[config.mk]
export PLATFORM = sky130hd
export DESIGN_NAME = ps2_word_packer_flat
export DESIGN_NICKNAME = d
export VERILOG_FILES = /design/src/rtl/ps2_word_packer_if.sv /design/src/rtl/ps2_word_packer.sv /design/src/flat_wrapper.sv
export SDC_FILE = /design/constraint.sdc
export NUM_CORES = 1
export LEC_CHECK = 0
export ABC_AREA = 1
export BUFFER_PORTS_ARGS = -buffer_cell sky130_fd_sc_hd__buf_2
export CAP_MARGIN = 10
export CORE_ASPECT_RATIO = 0.8
export CORE_UTILIZATION = 45
export CTS_CLUSTER_SIZE = 16
export DETAILED_ROUTE_END_ITERATION = 10
export SLEW_MARGIN = 20
export SYNTH_ARGS = -nofsm -noshare
export SYNTH_HDL_FRONTEND = slang
export SYNTH_SLANG_ARGS = --single-unit
[constraint.sdc]
create_clock -name clk -period 3.9 [get_ports clk]
set_clock_uncertainty 0.1 [all_clocks]
set_input_delay 0.585 -clock clk [delete_from_list [all_inputs] [get_ports clk]]
set_output_delay 0.585 -clock clk [all_outputs]
set_load 0.02 [all_outputs]
[src/rtl/ps2_word_packer_if.sv]
// ---------------------------------------------------------------------------
// ps2_word_packer_if
// Word delivery channel from the PS/2 word packer to the DMA engine.
//
// Handshake: the packer (master) holds out_valid high while out_word and
// out_count present the FIFO head word. A transfer happens on every rising
// clock edge where out_valid && out_ready. While out_valid=1 and out_ready=0
// the master keeps out_word/out_count stable. out_valid does not depend on
// out_ready.
//
// Signals:
//   out_word  - head word (BYTE_W*BYTES_PER_WORD bits), master -> slave
//   out_count - number of valid bytes in out_word, master -> slave
//   out_valid - head word present, master -> slave
//   out_ready - slave accepts head word, slave -> master
// ---------------------------------------------------------------------------
interface ps2_word_packer_if #(
  parameter int WORD_W = 32,
  parameter int CNT_W  = 3
);
  logic [WORD_W-1:0] out_word;
  logic [CNT_W-1:0]  out_count;
  logic              out_valid;
  logic              out_ready;

  modport master (output out_word, output out_count, output out_valid,
                  input  out_ready);
  modport slave  (input  out_word, input  out_count, input  out_valid,
                  output out_ready);
endinterface

[src/rtl/ps2_word_packer.sv]
// ---------------------------------------------------------------------------
// ps2_word_packer
// Packs BYTES_PER_WORD PS/2 scan-code bytes into one word and queues finished
// words (with a byte count) in a first-word-fall-through FIFO for the DMA.
// Supports MSB-first or LSB-first lane order, flushing of partial words,
// backpressure from the DMA and sticky overflow detection.
//
// Ports:
//   clk      - system clock, rising edge
//   reset    - synchronous active-high reset, clears all state
//   tick     - one-cycle byte strobe, d valid when high
//   d        - scan-code byte
//   flush    - commit the partially assembled word (zero-padded)
//   dma      - word channel (master): out_word/out_count/out_valid/out_ready
//   byte_cnt - bytes currently held in the assembly register
//   level    - words queued in the FIFO
//   full     - FIFO holds FIFO_DEPTH words
//   listo    - one-cycle pulse after every commit edge (also dropped ones)
//   overflow - sticky: a committed word was dropped because the FIFO was full
// ---------------------------------------------------------------------------
module ps2_word_packer #(
  parameter int BYTE_W         = 8,
  parameter int BYTES_PER_WORD = 4,
  parameter int FIFO_DEPTH     = 4,
  parameter int MSB_FIRST      = 1
) (
  input  logic                              clk,
  input  logic                              reset,
  input  logic                              tick,
  input  logic [BYTE_W-1:0]                 d,
  input  logic                              flush,
  ps2_word_packer_if.master                 dma,
  output logic [$clog2(BYTES_PER_WORD)-1:0] byte_cnt,
  output logic [$clog2(FIFO_DEPTH):0]       level,
  output logic                              full,
  output logic                              listo,
  output logic                              overflow
);
  localparam int WORD_W = BYTE_W * BYTES_PER_WORD;
  localparam int BC_W   = $clog2(BYTES_PER_WORD);
  localparam int CNT_W  = BC_W + 1;
  localparam int PTR_W  = $clog2(FIFO_DEPTH);
  localparam int LVL_W  = PTR_W + 1;

  // Assembly state
  logic [WORD_W-1:0] r_asm;
  logic [BC_W-1:0]   r_byte_cnt;

  // FIFO state; level is tracked explicitly so full and empty are unambiguous
  logic [WORD_W-1:0] r_mem_word [FIFO_DEPTH];
  logic [CNT_W-1:0]  r_mem_cnt  [FIFO_DEPTH];
  logic [PTR_W-1:0]  r_wr_ptr;
  logic [PTR_W-1:0]  r_rd_ptr;
  logic [LVL_W-1:0]  r_level;
  logic              r_listo;
  logic              r_overflow;

  logic [BC_W-1:0]   w_lane;
  logic [WORD_W-1:0] w_asm_next;
  logic [CNT_W-1:0]  w_cnt_after;
  logic              w_commit;
  logic              w_nonempty;
  logic              w_full;
  logic              w_pop;
  logic              w_push;

  // Lane receiving the current byte
  assign w_lane = (MSB_FIRST != 0) ? (BC_W'(BYTES_PER_WORD - 1) - r_byte_cnt)
                                   : r_byte_cnt;

  // Assembly word including this cycle's byte, so a commit on the same edge
  // as the last (or flushed) tick already contains d.
  always_comb begin
    w_asm_next = r_asm;
    for (int l = 0; l < BYTES_PER_WORD; l++) begin
      if (tick && (w_lane == BC_W'(l))) begin
        w_asm_next[l*BYTE_W +: BYTE_W] = d;
      end
    end
  end

  assign w_cnt_after = CNT_W'(r_byte_cnt) + CNT_W'(tick);

  // A full word completes on the last tick; a flush commits whenever at least
  // one byte (held or arriving now) is present.
  assign w_commit = (tick && (r_byte_cnt == BC_W'(BYTES_PER_WORD - 1))) ||
                    (flush && (tick || (r_byte_cnt != '0)));

  assign w_nonempty = (r_level != '0);
  assign w_full     = (r_level == LVL_W'(FIFO_DEPTH));
  // Pop only a word that is already visible: a word pushed into an empty FIFO
  // is not popped on the same edge.
  assign w_pop      = w_nonempty && dma.out_ready;
  // A pop on the same edge frees the slot, so push is allowed even when full.
  assign w_push     = w_commit && (!w_full || w_pop);

  always_ff @(posedge clk) begin
    if (reset) begin
      r_asm      <= '0;
      r_byte_cnt <= '0;
      r_wr_ptr   <= '0;
      r_rd_ptr   <= '0;
      r_level    <= '0;
      r_listo    <= 1'b0;
      r_overflow <= 1'b0;
    end else begin
      if (w_commit) begin
        r_asm      <= '0;
        r_byte_cnt <= '0;
      end else begin
        r_asm <= w_asm_next;
        if (tick) begin
          r_byte_cnt <= r_byte_cnt + BC_W'(1);
        end
      end

      r_listo <= w_commit;

      if (w_push) begin
        r_mem_word[r_wr_ptr] <= w_asm_next;
        r_mem_cnt[r_wr_ptr]  <= w_cnt_after;
        r_wr_ptr             <= r_wr_ptr + PTR_W'(1);
      end

      if (w_pop) begin
        r_rd_ptr <= r_rd_ptr + PTR_W'(1);
      end

      if (w_push && !w_pop) begin
        r_level <= r_level + LVL_W'(1);
      end else if (w_pop && !w_push) begin
        r_level <= r_level - LVL_W'(1);
      end

      if (w_commit && !w_push) begin
        r_overflow <= 1'b1;
      end
    end
  end

  // Head word is forced to zero when empty so stale storage never shows.
  assign dma.out_valid = w_nonempty;
  assign dma.out_word  = w_nonempty ? r_mem_word[r_rd_ptr] : '0;
  assign dma.out_count = w_nonempty ? r_mem_cnt[r_rd_ptr]  : '0;

  assign byte_cnt = r_byte_cnt;
  assign level    = r_level;
  assign full     = w_full;
  assign listo    = r_listo;
  assign overflow = r_overflow;
endmodule

[src/flat_wrapper.sv]
// flat-port wrapper written by rule: the top's interface ports become plain ports
module ps2_word_packer_flat 
#(
  parameter int BYTE_W         = 8,
  parameter int BYTES_PER_WORD = 4,
  parameter int FIFO_DEPTH     = 4,
  parameter int MSB_FIRST      = 1
)
  (clk, reset, tick, d, flush, byte_cnt, level, full, listo, overflow, dma_out_word, dma_out_count, dma_out_valid, dma_out_ready);
  ps2_word_packer_if #(.WORD_W(32), .CNT_W(3)) dma_i ();
  input  logic clk;
  input  logic reset;
  input  logic tick;
  input  logic [BYTE_W-1:0] d;
  input  logic flush;
  output logic [$clog2(BYTES_PER_WORD)-1:0] byte_cnt;
  output logic [$clog2(FIFO_DEPTH):0] level;
  output logic full;
  output logic listo;
  output logic overflow;
  output wire logic [$bits(dma_i.out_word)-1:0] dma_out_word;
  output wire logic [$bits(dma_i.out_count)-1:0] dma_out_count;
  output wire logic [$bits(dma_i.out_valid)-1:0] dma_out_valid;
  input wire logic [$bits(dma_i.out_ready)-1:0] dma_out_ready;
  assign dma_out_word = dma_i.out_word;
  assign dma_out_count = dma_i.out_count;
  assign dma_out_valid = dma_i.out_valid;
  assign dma_i.out_ready = dma_out_ready;
  ps2_word_packer #(.BYTE_W(BYTE_W), .BYTES_PER_WORD(BYTES_PER_WORD), .FIFO_DEPTH(FIFO_DEPTH), .MSB_FIRST(MSB_FIRST)) u_core (.clk(clk), .reset(reset), .tick(tick), .d(d), .flush(flush), .dma(dma_i), .byte_cnt(byte_cnt), .level(level), .full(full), .listo(listo), .overflow(overflow));
endmodule
==> results of run 1 <==
-- synthesized netlist by cell type --
library cell | instances | area [µm²]
nor2_1 | 166 | 623
edfxtp_1 | 140 | 4200
o21ai_0 | 86 | 430
inv_1 | 74 | 278
dfxtp_1 | 45 | 901
a21oi_1 | 43 | 215
nand2_1 | 41 | 154
nor2_2 | 19 | 119
buf_2 | 18 | 90.1
o21ai_1 | 15 | 75.1
ha_1 | 11 | 138
or2_2 | 8 | 50.1
clkbuf_1 | 7 | 26.3
nand3_1 | 6 | 30.0
nand2_4 | 5 | 56.3
inv_2 | 4 | 15.0
buf_6 | 3 | 33.8
clkbuf_2 | 3 | 15.0
nand2_2 | 3 | 18.8
o21ai_2 | 3 | 26.3
inv_4 | 2 | 12.5
buf_12 | 1 | 20.0
fa_1 | 1 | 20.0
nand2_8 | 1 | 20.0
nor2_4 | 1 | 11.3
nor3_1 | 1 | 5.00
xor2_1 | 1 | 8.76
-- registers in the layout, indices dropped and copies added, names as in the netlist, named ones only --
register	flops
u_core.r_mem_word	128
u_core.level	3
u_core.r_wr_ptr	2
u_core.r_mem_cnt	12
u_core.overflow	1
u_core.byte_cnt	2
u_core.r_asm	32
u_core.listo	1
u_core.r_rd_ptr	2
-- worst register-to-register path, cell delays in order, from the launching register on --
cell and delay [ns]:
dfxtp_1 0.48, inv_1 0.14, ha_1 0.28, nand2_2 0.11, nand2_2 0.07, nand2_4 0.10, nand2_1 0.08, inv_1 0.11
nand2_2 0.16, nor2_4 0.46, buf_4 0.34
-- area by class of cell --
| class | instances | area, µm² | area share, % |
|---|---|---|---|
| tap | 220 | 275 | 3.17 |
| sequential | 185 | 5110 | 58.8 |
| inverter | 80 | 305 | 3.52 |
| clock buffer | 17 | 425 | 4.90 |
| timing repair buffer | 64 | 340 | 3.92 |
| clock inverter | 15 | 201 | 2.32 |
| multi-input combinational | 411 | 2030 | 23.4 |
-- power by group through the flow --
stage               registers, mW  logic [mW]  clock network (mW)
detailed placement           2.29        1.42                   0
floorplan                    2.29       0.983                   0
global placement             2.29        1.40                   0
CTS                          2.25        1.43                1.83
finish                       2.25        1.40                1.80
global route                 2.26        1.56                1.91
-- logic make-up (layout without fill, tap and decap cells) --
| kind of cell | count (synthesis) | count (layout) | synth area share, % |
|---|---|---|---|
| and+or+nand+nor | 251 | 251 | 14.3 |
| DFF | 185 | 185 | 67.2 |
| AOI/OAI and AO/OA | 147 | 147 | 9.83 |
| buffers and inverters | 112 | 176 | 6.46 |
| adders and majority gates | 12 | 12 | 2.08 |
| xor gates and xnor gates | 1 | 1 | 0.115 |
-- worst max path at each step --
stage	endpoint	cells past startpoint	slack (ns)
after floorplan	u_core.r_mem_cnt[1][0]	9	0.59
after global placement	u_core.r_mem_cnt[0][1]	10	1.10
after detailed placement	u_core.r_mem_cnt[0][0]	10	1.04
after CTS	dma_out_word[7]	5	0.74
after global routing	dma_out_word[21]	5	0.56
final	dma_out_word[28]	5	0.80
-- routing by layer --
metal / part of all wire, % / wire (µm)
met1: 46 / 7570
met2: 49 / 8040
met3: 4.5 / 751
met4: 0.96 / 159
met5: 0 / 0
-- per-stage QoR --
stage / total power [mW] / instance area (µm²)
finish: 5.46 / 8680
global route: 5.73 / 8680
CTS: 5.51 / 8680
detailed placement: 3.71 / 8060
global placement: 3.69 / 8060
floorplan: 3.28 / 7600
==> results.cfg, run 1 <==
[hold_path]
holdPathStages = 2
hold_path.class = input port to flop
min_from = reset

[routing]
drt_iter0_drc = 352
via_per_inst = 4.99
wl_um = 16500
wl_per_cell_um = 16.7
drt_first_pass_iters = 5
drcViolationCount = 0
via_count = 4947
postRouteAntennaNets = 0

[clock_tree]
clk_latency_ns = 0.43
cts_hold_buffers = 0
numCtsBuffers = 17
cts.clk_slew.worst_paths_ns = 0.07
cts_tree = built
htreeDepth = 4
clock_sink_count = 185
clock_path_buffers = 2
ctsResizeCount = 0
post_cts.repair.setup_buffers = 0
cts-root-buf = clkbuf_16

[power_and_ir_drop]
ir_drop_mv = 0.594
p_leak_nw = 3.57
power_switching_mw = 1.78
pwr-share-seq_pct = 41.3
p_per_area_nw_per_um2 = 628
p_int_mw = 3.67
clkPwrFrac_pct = 33.0
p_sw_share_pct = 32.7
comb_power_share_pct = 25.7

[die]
fp.dieArea_um2 = 17400
die-height_um = 118
core-area_um2 = 16500
start_util_pct = 46.0
die_width_um = 147
fp-row-count = 42
pin_count = 57

[setup_path]
crit_fanout = 35
crit_path_top_delay_cell = dfxtp_1
crit_type = flop to output port
critPathCaptureType = output port
path_delay_family = flip-flops
cp.required_ns = 3.21
r2r-start = u_core.byte_cnt[0]
r2r-end = u_core.r_mem_cnt[0][0]
rr_worst_depth = 10
critical-path-max-stage-delay_ns = 0.75
path_cells = inv_2 > nor2_1 > o21ai_1 > a21oi_1 > buf_2
r2r_setup_slack_ns = 1.17
arrival_ns = 2.42
critPathBufInv = 2
startpoint_type = flop

[global_route]
met3_usage_pct = 4.32
busiest_layer = met2
grt-ovfl-total = 0
grt_pass1_vias = 4911
grt_max_degree = 71
antenna_found_initial = 0
track_usage_pct = 20.4
grt_pass1_wl_um = 26700
use_met2_pct = 33.5
grtUsageMet1_pct = 27.3

[place]
portBuffers = 56
place_hpwl_um = 10100
gp_congestion = 0.752
place_ws_ns = 1.04
dp_cells = 960

[sta]
setup_slack_ns = 0.797
rsz0062_at_grt = no
fmax_ghz = 0.322
tightest_slew_ns = 1.02
holdWs_ns = 0.279
setup_tns_ns = 0
report.final.slew_viol_count = 0
hold_viol = 0
period_needed_ns = 3.10
setup_viol = 0
min_period_over_period_pct = 79.6
maxSlewHeadroom_pct = 32.2

[cells_and_area]
mostFrequentLayoutCell = nor2_1
nets = 784
final_cells = 992
layout_common_cells = 162 x nor2_1, 140 x edfxtp_1, 86 x o21ai_0
fillers = 1461
area_delta_synth_final_pct = 14.3
antennaDiodeCount = 0
drive_above_1_share_pct = 18.8
fin_util_pct = 52.6

[synthesis]
syn_inst = 708
synth_area_um2 = 7600
avgSynthCellArea_um2 = 10.7
ys_seq_area_share_pct = 67.2
synth.ff_latch_count = 185
synth_cell_type_count = 27
synthesis.nets = 733
synth_warnings = 0

[run_status]
status = finished clean

[flow_run]
cap_violations = 0
(Power assumes the default switching activity.)
==> inputs of run 2 (changes only) <==
--- a/config.mk
+++ b/config.mk
@@ -5,7 +5,7 @@
 export SDC_FILE = /design/constraint.sdc
 export NUM_CORES = 1
 export LEC_CHECK = 0
-export ABC_AREA = 1
+export ABC_AREA = 0
 export BUFFER_PORTS_ARGS = -buffer_cell sky130_fd_sc_hd__buf_2
 export CAP_MARGIN = 10
 export CORE_ASPECT_RATIO = 0.8
==> constraint.sdc (replaced) <==
create_clock -name clk -period 3.2 [get_ports clk]
set_clock_uncertainty 0.1 [all_clocks]
set_input_delay 0.48 -clock clk [delete_from_list [all_inputs] [get_ports clk]]
set_output_delay 0.48 -clock clk [all_outputs]
set_load 0.02 [all_outputs]
==> results.cfg, run 2 <==
[cells_and_area]
drive_above_1_share_pct = 36.7
top_register = u_core.r_mem_word
layout_common_cells = 140 x edfxtp_1, 56 x buf_2, 55 x nor2b_1
mostFrequentLayoutCell = edfxtp_1
nets = 494
antennaDiodeCount = 0
top_regs = u_core.r_mem_word: 128 flops, u_core.r_asm: 32 flops, u_core.r_mem_cnt: 12 flops
fillers = 1307
largest_reg_flops = 128
area_delta_synth_final_pct = 15.2
fin_util_pct = 53.5

[global_route]
busiest_layer = met2
antenna_found_initial = 0
grt-ovfl-total = 0
grt_max_degree = 37
grtUsageMet1_pct = 22.7
met3_usage_pct = 3.91
use_met2_pct = 29.6
grt_pass1_wl_um = 21000
track_usage_pct = 17.5
grt_pass1_vias = 3643

[die]
die_width_um = 145
die-height_um = 117
fp.dieArea_um2 = 16900
pin_count = 57
fp-row-count = 41
core-area_um2 = 15900
start_util_pct = 46.4

[clock_tree]
clk_latency_ns = 0.42
cts-root-buf = clkbuf_16
clock_path_buffers = 2
cts_tree = built
cts.clk_slew.worst_paths_ns = 0.06
htreeDepth = 4
cts_hold_buffers = 0
ctsResizeCount = 0
clock_sink_count = 185
post_cts.repair.setup_buffers = 0
numCtsBuffers = 17

[synthesis]
ys.flop_type = edfxtp_1
synth_area_um2 = 7380
synth_edf_count = 140
yosysMostFrequentCell = edfxtp_1
ys_seq_area_share_pct = 69.2
synth.ff_latch_count = 185
synthesis.nets = 422
synth_top_area_cell = edfxtp_1
avgSynthCellArea_um2 = 18.6
synth_cell_type_count = 39
synth_warnings = 0
syn_inst = 397
synthArstFlopShare_pct = 0
yosys-top-cells-count = 140 x edfxtp_1, 55 x nor2b_1, 45 x dfxtp_1
yosysTopAreaCellShare_pct = 57.0
synthTopCellsByArea = edfxtp_1 57%, dfxtp_1 12%, mux4_2 9.2%

[sta]
setup_viol = 0
tightest_slew_ns = 0.587
hold_viol = 0
setup_tns_ns = 0
holdWs_ns = 0.281
rsz0062_at_grt = no
min_period_over_period_pct = 83.6
maxSlewHeadroom_pct = 60.8
fmax_ghz = 0.374
report.final.slew_viol_count = 0
period_needed_ns = 2.68

[setup_path]
r2r-start = u_core.byte_cnt[0]
crit_fanout = 24
critPathCaptureType = output port
critical-path-max-stage-delay_ns = 0.58
r2r_setup_slack_ns = 0.53
arrival_ns = 2.10
critPathBufInv = 2
cp.required_ns = 2.62
path_cells = buf_4 > mux4_2 > nor2b_1 > buf_2
startpoint_type = flop
rr_worst_depth = 10
crit_type = flop to output port
r2r-end = u_core.level[2]
path_delay_family = buffers and inverters
crit_path_top_delay_cell = mux4_2

[hold_path]
hold_path.class = input port to flop
holdPathStages = 2
min_from = reset

[power_and_ir_drop]
p_leak_nw = 3.09
p_per_area_nw_per_um2 = 801
ir_drop_mv = 0.505

[run_status]
status = finished clean

[routing]
postRouteAntennaNets = 0
drcViolationCount = 0
wl_um = 13700
drt_first_pass_iters = 4
wl_per_cell_um = 19.7
via_count = 3590
drt_iter0_drc = 244
via_per_inst = 5.15

[place]
gp_congestion = 0.680
portBuffers = 56
place_hpwl_um = 8170

[flow_run]
cap_violations = 0
[run 2: cell count changes after synthesis, sizes merged, moves of 6 or more]
cell and delta:
a21oi -40, and2b +6, buf -11, inv -74
mux2 +33, mux4 +35, nand2 -46, nand3 -6
nor2 -177, nor2b +61, o21ai -102, or2 -8
[run 2: how the worst max path moves through the flow]
stage / slack [ns] / startpoint / end / cells past startpoint
after global routing: 0.28 / u_core.byte_cnt[0] / u_core.level[2] / 10
after global placement: 0.65 / u_core.byte_cnt[0] / u_core.level[2] / 10
after CTS: 0.43 / flop / dma_out_word[11] / 4
after detailed placement: 0.54 / u_core.byte_cnt[0] / u_core.level[2] / 10
final: 0.52 / flop / dma_out_word[30] / 4
after floorplan: 0.44 / u_core.byte_cnt[0] / u_core.r_mem_cnt[2][0] / 5
[run 2: kinds of logic after synthesis]
kind of cell	count (synthesis)	synth area share [%]
simple gates	92	8.58
flops	185	69.2
xor+xnor	5	0.593
buf+inv	22	2.05
compound gates	10	1.07
mux	71	16.4
fa+ha+maj	12	2.14
[run 2: worst reg2reg max path: cells and delay by family, from the launching register on]
kind,cells,cell delay [ns]
xor+xnor,1,0.15
simple gates,2,0.54
flops,1,0.44
fa+ha+maj,3,0.83
buf+inv,2,0.15
compound gates,2,0.39
[run 2: per-layer routing]
metal	up-vias	wire [µm]
met5	-	0
met4	0	140
met3	12	440
li1	1650	-
met2	56	6890
met1	1872	6230
[run 2: power by group]
part	internal [mW]	switching (mW)	leakage [nW]	total (mW)
clock	1.22	0.845	0.278	2.07
combinational	0.794	1.17	1.14	1.97
sequential	2.69	0.0861	1.67	2.78
[run 2: cell type report]
class / count / area (µm²) / share of cell area [%]
clock buffer: 19 / 433 / 5.09
clock inverter: 13 / 153 / 1.80
inverter: 6 / 22.5 / 0.265
multi-input combinational: 190 / 2130 / 25.0
sequential: 185 / 5110 / 60.1
tap: 215 / 269 / 3.16
timing repair buffer: 69 / 390 / 4.59
[run 2: metrics by stage]
stage | cell area (µm²) | instances | power (mW) | worst slack (ns)
3_5_place_dp | 7920 | 665 | 4.84 | 0.537
5_1_grt | 8500 | 697 | 7.13 | 0.284
2_1_floorplan | 7380 | 397 | 4.30 | 0.435
3_3_place_gp | 7920 | 665 | 4.83 | 0.652
6_report | 8500 | 697 | 6.81 | 0.525
4_1_cts | 8500 | 697 | 6.91 | 0.431
